File: config.mk
export PLATFORM = sky130hd
export DESIGN_NAME = bin2bcd_seq_flat
export DESIGN_NICKNAME = d
export VERILOG_FILES = /design/src/rtl/bin2bcd_pkg.sv /design/src/rtl/bin2bcd_if.sv /design/src/rtl/bin2bcd_digit_adj.sv /design/src/rtl/bin2bcd_seq.sv /design/src/flat_wrapper.sv
export SDC_FILE = /design/constraint.sdc
export NUM_CORES = 1
export LEC_CHECK = 0
export ABC_CLOCK_PERIOD_IN_PS = 1800
export BUFFER_PORTS_ARGS = -buffer_cell sky130_fd_sc_hd__buf_2
export CAP_MARGIN = 20
export CORE_MARGIN = 2
export CORE_UTILIZATION = 25
export DETAILED_ROUTE_END_ITERATION = 10
export PLACE_DENSITY_LB_ADDON = 0.12
export SLEW_MARGIN = 10
export SYNTH_ARGS = -nofsm -noshare
export SYNTH_HDL_FRONTEND = slang
export SYNTH_SLANG_ARGS = --single-unit
File: constraint.sdc
create_clock -name clk_i -period 1.8 [get_ports clk_i]
set_clock_uncertainty 0.2 [all_clocks]
set_input_delay 0 -clock clk_i [delete_from_list [all_inputs] [get_ports clk_i]]
set_output_delay 0 -clock clk_i [all_outputs]
set_load 0.01 [all_outputs]
File: src/rtl/bin2bcd_pkg.sv
// bin2bcd_pkg
//   Shared definitions for the sequential binary-to-BCD converter:
//   FSM state encoding, legal width range, and the constant functions
//   used for the digit-count check and the bit-counter width.
package bin2bcd_pkg;

    typedef enum logic [1:0] {
        ST_IDLE  = 2'd0,
        ST_SHIFT = 2'd1,
        ST_DONE  = 2'd2
    } state_t;

    localparam int MIN_BIN_W = 4;
    localparam int MAX_BIN_W = 32;

    // Number of decimal digits needed for the largest unsigned value of
    // 'width' bits, i.e. ceil(width * log10(2)).
    function automatic int min_digits(input int width);
        longint unsigned v;
        int              d;
        v = (64'd1 << width) - 64'd1;
        d = 0;
        for (int i = 0; i < 20; i++) begin
            if (v != 64'd0) begin
                d = d + 1;
                v = v / 64'd10;
            end
        end
        return d;
    endfunction

    // Bit counter must hold the value 'width' itself.
    function automatic int cnt_width(input int width);
        return $clog2(width + 1);
    endfunction

endpackage

File: src/rtl/bin2bcd_if.sv
// bin2bcd_if
//   Start/ready/valid handshake bundle between a requester and bin2bcd_seq.
//   master : requester (drives start_i/bin_i, receives the result)
//   slave  : converter (receives the request, drives ready/valid/bcd/neg)
//   start_i  1          request a conversion
//   bin_i    BIN_W      word to convert
//   ready_o  1          converter idle, start_i will be accepted
//   valid_o  1          one-cycle result strobe
//   bcd_o    4*DIGITS   packed BCD result, units digit in [3:0]
//   neg_o    1          sign of the last result
interface bin2bcd_if #(
    parameter int BIN_W  = 16,
    parameter int DIGITS = 5
);
    logic                  start_i;
    logic [BIN_W-1:0]      bin_i;
    logic                  ready_o;
    logic                  valid_o;
    logic [4*DIGITS-1:0]   bcd_o;
    logic                  neg_o;

    modport master (
        output start_i, bin_i,
        input  ready_o, valid_o, bcd_o, neg_o
    );

    modport slave (
        input  start_i, bin_i,
        output ready_o, valid_o, bcd_o, neg_o
    );
endinterface

File: src/rtl/bin2bcd_digit_adj.sv
// bcd_digit_adj
//   Combinational double-dabble cell: a BCD digit of 5 or more gets +3 so
//   that the following left shift carries correctly into the next digit.
//   d_i  4  digit before adjustment
//   d_o  4  adjusted digit
module bcd_digit_adj (
    input  logic [3:0] d_i,
    output logic [3:0] d_o
);
    assign d_o = (d_i >= 4'd5) ? d_i + 4'd3 : d_i;
endmodule

File: src/rtl/bin2bcd_seq.sv
// bin2bcd_seq
//   Sequential binary-to-BCD converter (shift-and-add-3), one input bit per
//   clock. A conversion takes BIN_W+2 cycles from the accepting edge until
//   the next start can be accepted.
//   clk_i  1  clock, rising edge
//   rst_i  1  synchronous active-high reset
//   bus       bin2bcd_if.slave handshake (start_i, bin_i, ready_o, valid_o,
//             bcd_o, neg_o)
//
//   state    | meaning
//   ---------+-------------------------------------------------------------
//   ST_IDLE  | ready_o=1, waiting for start_i; result outputs hold
//   ST_SHIFT | one adjust+shift step per cycle, BIN_W cycles
//   ST_DONE  | publish digits/sign to bcd_o/neg_o, pulse valid_o
module bin2bcd_seq
    import bin2bcd_pkg::*;
#(
    parameter int BIN_W  = 16,
    parameter int DIGITS = 5,
    parameter int SIGNED = 0
) (
    input  logic       clk_i,
    input  logic       rst_i,
    bin2bcd_if.slave   bus
);

    localparam int CNT_W = cnt_width(BIN_W);
    localparam int BCD_W = 4 * DIGITS;

    generate
        if (BIN_W < MIN_BIN_W || BIN_W > MAX_BIN_W) begin : g_bad_width
            $fatal(1, "bin2bcd_seq: BIN_W=%0d outside %0d..%0d",
                   BIN_W, MIN_BIN_W, MAX_BIN_W);
        end
        if (DIGITS < min_digits(BIN_W)) begin : g_bad_digits
            $fatal(1, "bin2bcd_seq: DIGITS=%0d too small for BIN_W=%0d (need %0d)",
                   DIGITS, BIN_W, min_digits(BIN_W));
        end
    endgenerate

    state_t             state_q, state_d;
    logic [CNT_W-1:0]   cnt_q, cnt_d;
    logic [BIN_W-1:0]   sr_q, sr_d;
    logic [BCD_W-1:0]   dig_q, dig_d;
    logic [BCD_W-1:0]   dig_adj;
    logic               sign_q, sign_d;
    logic [BCD_W-1:0]   bcd_q, bcd_d;
    logic               neg_q, neg_d;
    logic               valid_q, valid_d;

    logic               in_neg;
    logic [BIN_W-1:0]   in_mag;

    // Negating the most negative value wraps back to itself, which read as
    // unsigned is exactly its magnitude 2^(BIN_W-1).
    assign in_neg = (SIGNED != 0) && bus.bin_i[BIN_W-1];
    assign in_mag = in_neg ? (~bus.bin_i + BIN_W'(1)) : bus.bin_i;

    for (genvar k = 0; k < DIGITS; k++) begin : g_adj
        bcd_digit_adj u_adj (
            .d_i (dig_q[4*k +: 4]),
            .d_o (dig_adj[4*k +: 4])
        );
    end

    always_comb begin
        state_d = state_q;
        cnt_d   = cnt_q;
        sr_d    = sr_q;
        dig_d   = dig_q;
        sign_d  = sign_q;
        bcd_d   = bcd_q;
        neg_d   = neg_q;
        valid_d = 1'b0;

        case (state_q)
            ST_IDLE: begin
                if (bus.start_i) begin
                    sr_d    = in_mag;
                    sign_d  = in_neg;
                    dig_d   = '0;
                    cnt_d   = CNT_W'(BIN_W);
                    state_d = ST_SHIFT;
                end
            end
            ST_SHIFT: begin
                dig_d = {dig_adj[BCD_W-2:0], sr_q[BIN_W-1]};
                sr_d  = {sr_q[BIN_W-2:0], 1'b0};
                cnt_d = cnt_q - CNT_W'(1);
                if (cnt_q == CNT_W'(1)) begin
                    state_d = ST_DONE;
                end
            end
            ST_DONE: begin
                bcd_d   = dig_q;
                // A signed zero is never reported as negative.
                neg_d   = sign_q && (dig_q != '0);
                valid_d = 1'b1;
                state_d = ST_IDLE;
            end
            default: begin
                state_d = ST_IDLE;
            end
        endcase
    end

    always_ff @(posedge clk_i) begin
        if (rst_i) begin
            state_q <= ST_IDLE;
            cnt_q   <= '0;
            sr_q    <= '0;
            dig_q   <= '0;
            sign_q  <= 1'b0;
            bcd_q   <= '0;
            neg_q   <= 1'b0;
            valid_q <= 1'b0;
        end else begin
            state_q <= state_d;
            cnt_q   <= cnt_d;
            sr_q    <= sr_d;
            dig_q   <= dig_d;
            sign_q  <= sign_d;
            bcd_q   <= bcd_d;
            neg_q   <= neg_d;
            valid_q <= valid_d;
        end
    end

    assign bus.ready_o = (state_q == ST_IDLE);
    assign bus.valid_o = valid_q;
    assign bus.bcd_o   = bcd_q;
    assign bus.neg_o   = neg_q;

endmodule

File: src/flat_wrapper.sv
// flat-port wrapper written by rule: the top's interface ports become plain ports
module bin2bcd_seq_flat import bin2bcd_pkg::*;
#(
    parameter int BIN_W  = 16,
    parameter int DIGITS = 5,
    parameter int SIGNED = 0
)
  (clk_i, rst_i, bus_start_i, bus_bin_i, bus_ready_o, bus_valid_o, bus_bcd_o, bus_neg_o);
  bin2bcd_if #(.BIN_W(BIN_W), .DIGITS(DIGITS)) bus_i ();
  input  logic clk_i;
  input  logic rst_i;
  input wire logic [$bits(bus_i.start_i)-1:0] bus_start_i;
  input wire logic [$bits(bus_i.bin_i)-1:0] bus_bin_i;
  output wire logic [$bits(bus_i.ready_o)-1:0] bus_ready_o;
  output wire logic [$bits(bus_i.valid_o)-1:0] bus_valid_o;
  output wire logic [$bits(bus_i.bcd_o)-1:0] bus_bcd_o;
  output wire logic [$bits(bus_i.neg_o)-1:0] bus_neg_o;
  assign bus_i.start_i = bus_start_i;
  assign bus_i.bin_i = bus_bin_i;
  assign bus_ready_o = bus_i.ready_o;
  assign bus_valid_o = bus_i.valid_o;
  assign bus_bcd_o = bus_i.bcd_o;
  assign bus_neg_o = bus_i.neg_o;
  bin2bcd_seq #(.BIN_W(BIN_W), .DIGITS(DIGITS), .SIGNED(SIGNED)) u_core (.clk_i(clk_i), .rst_i(rst_i), .bus(bus_i));
endmodule
Word-level counts from Yosys, hierarchy flattened
Index checks and enable logic that the tools add are counted. W data, S select, Z words.

Bits in registers: 64. Input bits: 19. Output and inout bits: 23. Logic and storage cells: 41.

$add $sub $neg: 6. Magnitude comparators: 5. Equality and inequality tests: 5. Multiplexer cells: 15. Reduce and logical (&&, ||, !) cells: 4.

Operators by type and width (count): $pmux W20 S2 (1); $pmux W16 S2 (1); $ge A4 B3 Y1 const B (5); $mux W20 (1); $add A4 B2 Y4 const B (4); $mux W16 (1); $mux W4 (4); $pmux W5 S2 (1); $eq A5 B1 Y1 const B (1); $mux W5 (1); $sub A5 B1 Y5 const B (1); $mux W2 (2); $pmux W2 S2 (1); $reduce_and A2 Y1 (2); $add A3 B2 Y3 const B (1); $mux W3 (1); $eq A2 B1 Y1 const B (1); $eq A2 B2 Y1 const B (1); $logic_not A2 Y1 (1); $ne A2 B1 Y1 const B (1); $ne A2 B2 Y1 const B (1); $reduce_bool A2 Y1 (1); $mux W1 (1).

Logic depth before layout (Yosys ltp)
Word-level depth: 3. Gate-level depth with buffers: 6. Mapped depth without buffers: 6.

Hierarchy
Synthesis repeated with hierarchy kept, for this count alone.

Cells, all modules: 343. Area, all modules: 2935.3 um^2.

By module, submodules not included: bin2bcd_seq (times used 1, cells an instance 263, area each 2428.6 um^2); bcd_digit_adj (times used 5, cells an instance 16, area each 101.3 um^2).

Worst setup path after synthesis
No wires, ideal clock.

Path type: register to register. Start point: register u_core.dig_q[9]. End point: register u_core.dig_q[10]. Library setup time: 0.117 ns. Arrival time: 1.250 ns. Required time: 1.483 ns. Setup slack: 0.233 ns. Stages on the path, launching flop included: 7. Path buffers: 0. Path through: dfxtp_1 -> inv_1 -> ha_1 -> nand2b_1 -> a21oi_1 -> mux2i_1 -> a22o_1.

Word-level cells in the longest chain between the ends: 3. Elaborated cells on any way between the ends: 4.

RTL lines: from (decl) (line bin2bcd_seq.sv:44) `logic [BCD_W-1:0] dig_q, dig_d;`; from (signal assigned) (line bin2bcd_seq.sv:121) `dig_q <= dig_d;`; $add A4 B2 Y4 or $ge A4 B3 Y1 (tied branches) (line bin2bcd_digit_adj.sv:10) `assign d_o = (d_i >= 4'd5) ? d_i + 4'd3 : d_i;`; $mux W4 (*) (line bin2bcd_digit_adj.sv:10); $pmux W20 S2 (*) (line bin2bcd_seq.sv:76) `case (state_q)`.

Mark *: on every way between the ends. The rest lies on a longest branch, timed or not. A chain may end at the register's enable or synchronous reset.

Final worst setup path
Same ends and word-level chain as after synthesis.

==> flow_metrics.tcl <==
set metrics [dict create \
    clk_pin_slew_ps 50 \
    fin_hold_ws_ps 64.8 \
    start_util_pct 25.3 \
    via_per_inst 4.42 \
    core_area_mm2 0.0119 \
    cts_root_buffer "clkbuf_16" \
    vias 2554 \
    reg2regPathDepth 6 \
    n_antenna_cell 0 \
    drive_above_1_share_pct 18.1 \
    place_congestion 0.747 \
    synth_cells 370 \
    cts_buffers 9 \
    r2r_end "u_core.dig_q[10]" \
    timing.final.crit_share_pct 93.4 \
    cts_sinks 64 \
    syn_nets 401 \
    synthArstFlopShare_pct 0 \
    setup_tns_ps 0 \
    synth_edf_count 0 \
    powerDensity_mw_per_mm2 888 \
    die-area_mm2 0.0130 \
    cp.arrival_ps 1710 \
    start_kind "flop" \
    ys_warn_count 0 \
    cts_max_level 3 \
    r2r_setup_slack_ps 120 \
    final_cells 578 \
    setup_viol 0 \
    max_freq_mhz 595 \
    synthDistinctLibCells 35 \
    grt_usage_pct 11.9 \
    dp_cells 549 \
    min_path_cells 5 \
    grt_pass1_wl_mm 11.9 \
    drv_cap 0 \
    pin_count 42 \
    num_rows 40 \
    power_leakage_nw 1.58 \
    die_w_um 114 \
    yosysSeqAreaShare_pct 42.5 \
    synth_ff_type "dfxtp_1" \
    syn2layout_area_growth_pct 26.7 \
    path_max_fanout 4 \
    cts_buffer_depth 2 \
    clock_latency_ps 340 \
    wl_mm 7.06 \
    grt_pass1_vias 2479 \
    grt_max_degree 35 \
    finalHoldViolCount 0 \
    fin_crit_ps 1680 \
    hold_path_startpoint "bus_start_i" \
    status "finished, final reports clean" \
    remaining_drc_errors 0 \
    antenna_found_initial 0 \
    end_kind "flop" \
    port_buffers 40 \
    ir_drop_uv 458 \
    path_class "reg -> reg" \
    wl_per_cell_um 12.2 \
    report.power.total_mw 3.39 \
    worst_hold_path.endpoint "u_core.sr_q[6]" \
    drtAntennaViolNets 0 \
    firstDrtPassIters 6 \
    synth_seq_cells 64 \
    rr_startpoint "u_core.dig_q[9]" \
    cts_tree "done" \
    synth_area_mm2 0.00301 \
    die_h_um 114 \
    crit_required_ps 1820 \
    maxSlewViolCount 0 \
    globalRouteOverflowTotal 0 \
    rsz0062_at_grt "false" \
    hold_path.class "in -> reg" \
    first_iter_violations 91 \
    dpl.hpwl_mm 4.59 \
    syn_avg_cell_area_um2 8.15 \
    final_nets 461 \
]
-- cells by family (layout without fill, tap and decap cells) --
group | after synthesis | count (layout) | share of synthesized area (%)
fa+ha+maj | 12 | 12 | 4.98
xor+xnor | 9 | 9 | 2.62
flops | 64 | 64 | 42.5
other cells | 1 | 1 | 0.124
compound gates | 81 | 81 | 15.9
mux | 6 | 6 | 2.03
simple gates | 159 | 159 | 24.5
buf+inv | 38 | 99 | 7.31
-- metrics by stage --
stage	util (%)	cell area, µm²	setup slack, ps
after global routing	32.1	3820	6.40
after CTS	32.0	3810	91.5
after detailed placement	28.5	3390	101
after global placement	28.5	3390	154
after floorplan	-	3010	233
final	32.1	3820	118
-- cell usage in the layout (no fill, tap or decap) --
| master | netlist | layout |
|---|---|---|
| mux2_2 | 1 | 1 |
| xnor2_1 | 5 | 5 |
| mux2i_1 | 5 | 5 |
| nor2_4 | 3 | 3 |
| a22oi_1 | 3 | 3 |
| nand2_1 | 40 | 40 |
| buf_2 | 7 | 40 |
| nor2_2 | 1 | 1 |
| buf_4 | 6 | 14 |
| buf_12 | 0 | 3 |
| nor4b_1 | 1 | 1 |
| a21oi_2 | 0 | 2 |
| a211oi_1 | 1 | 1 |
| o21ai_0 | 11 | 11 |
| or2b_1 | 1 | 1 |
| clkbuf_16 | 0 | 9 |
| a22o_1 | 14 | 14 |
| a21oi_1 | 50 | 48 |
| dlygate4sd3_1 | 0 | 17 |
| conb_1 | 1 | 1 |
| a211oi_2 | 1 | 1 |
| nor3b_1 | 1 | 1 |
| nand3b_1 | 1 | 1 |
| nor3_1 | 20 | 20 |
| or2_4 | 1 | 1 |
| clkbuf_8 | 0 | 1 |
| nand2b_1 | 9 | 9 |
| ha_1 | 12 | 12 |
| clkinv_2 | 0 | 2 |
| nand3_1 | 5 | 5 |
| inv_1 | 13 | 13 |
| a311oi_1 | 1 | 1 |
| dfxtp_1 | 64 | 64 |
| xor2_1 | 4 | 4 |
| nor2_1 | 59 | 59 |
| nor2b_1 | 16 | 16 |
| and2_1 | 1 | 1 |
-- worst max-delay path by stage --
stage	start	end	slack [ps]
floorplan	u_core.dig_q[9]	u_core.dig_q[10]	230
global placement	u_core.state_q[0]	u_core.dig_q[8]	150
detailed placement	u_core.dig_q[13]	u_core.dig_q[14]	100
CTS	u_core.dig_q[13]	u_core.dig_q[14]	90
global route	u_core.dig_q[9]	u_core.dig_q[10]	6
finish	u_core.dig_q[9]	u_core.dig_q[10]	120
-- cell usage after synthesis, types with 3 or more instances --
master / count / share of area [%]
buf_6: 6 / 2.2
clkbuf_1: 4 / 0.50
o21ai_0: 11 / 1.8
xnor2_1: 5 / 1.5
nand3_1: 5 / 0.83
xor2_1: 4 / 1.2
nor2_1: 59 / 7.3
a21oi_1: 50 / 8.3
mux2i_1: 5 / 1.7
nor2b_1: 16 / 3.3
a22o_1: 14 / 4.1
ha_1: 12 / 5.0
nor3_1: 20 / 3.3
inv_1: 13 / 1.6
buf_4: 6 / 1.5
buf_2: 7 / 1.2
dfxtp_1: 64 / 43
a22oi_1: 3 / 0.75
nand2_1: 40 / 5.0
nand2b_1: 9 / 1.9
nor2_4: 3 / 1.1
-- power breakdown --
group	switching [mW]	internal, mW
Clock	0.598	0.930
Combinational	0.189	0.168
Sequential	0.0342	1.47
Total	0.821	2.57
-- worst max-delay path, cell delays in order (launching register included) --
cell,delay [ps]
dfxtp_1,370
inv_1,90
ha_1,170
nand2b_1,130
a21oi_1,290
mux2i_1,130
a22o_1,200
-- state kept, by name, indices dropped and copies added, names as in the netlist --
name / cells
u_core.bus.bcd_o: 20
u_core.bus.valid_o: 1
u_core.cnt_q: 5
u_core.dig_q: 20
u_core.sr_q: 16
u_core.state_q: 2
-- per-layer routing --
metal  share of wire (%)  GRT usage, %  routed length [µm]  up-vias
met5                   0             0                   0        -
met4                 1.4          4.72                  99        0
met3                 4.2          4.89                 295        7
met2                  46          19.2                3280       42
met1                  48          14.0                3390     1159
li1                    -             -                   -     1346
-- layout make-up --
type                    count  area, µm²
clock buffers              10        239
fillers                  1291       8090
repair buffers             74        536
clock inverters             2       10.0
multi-input cells         268       1520
inverters                  13       48.8
flip-flops and latches     64       1280
well taps                 147        184
-- timing repair --
item,CTS,global route
endpoints found under the hold margin,30,0
buffers inserted,0,0
hold buffers,17,0
setup endpoints to repair,0,3
resized for setup,0,2
(Power assumes the default switching activity.)
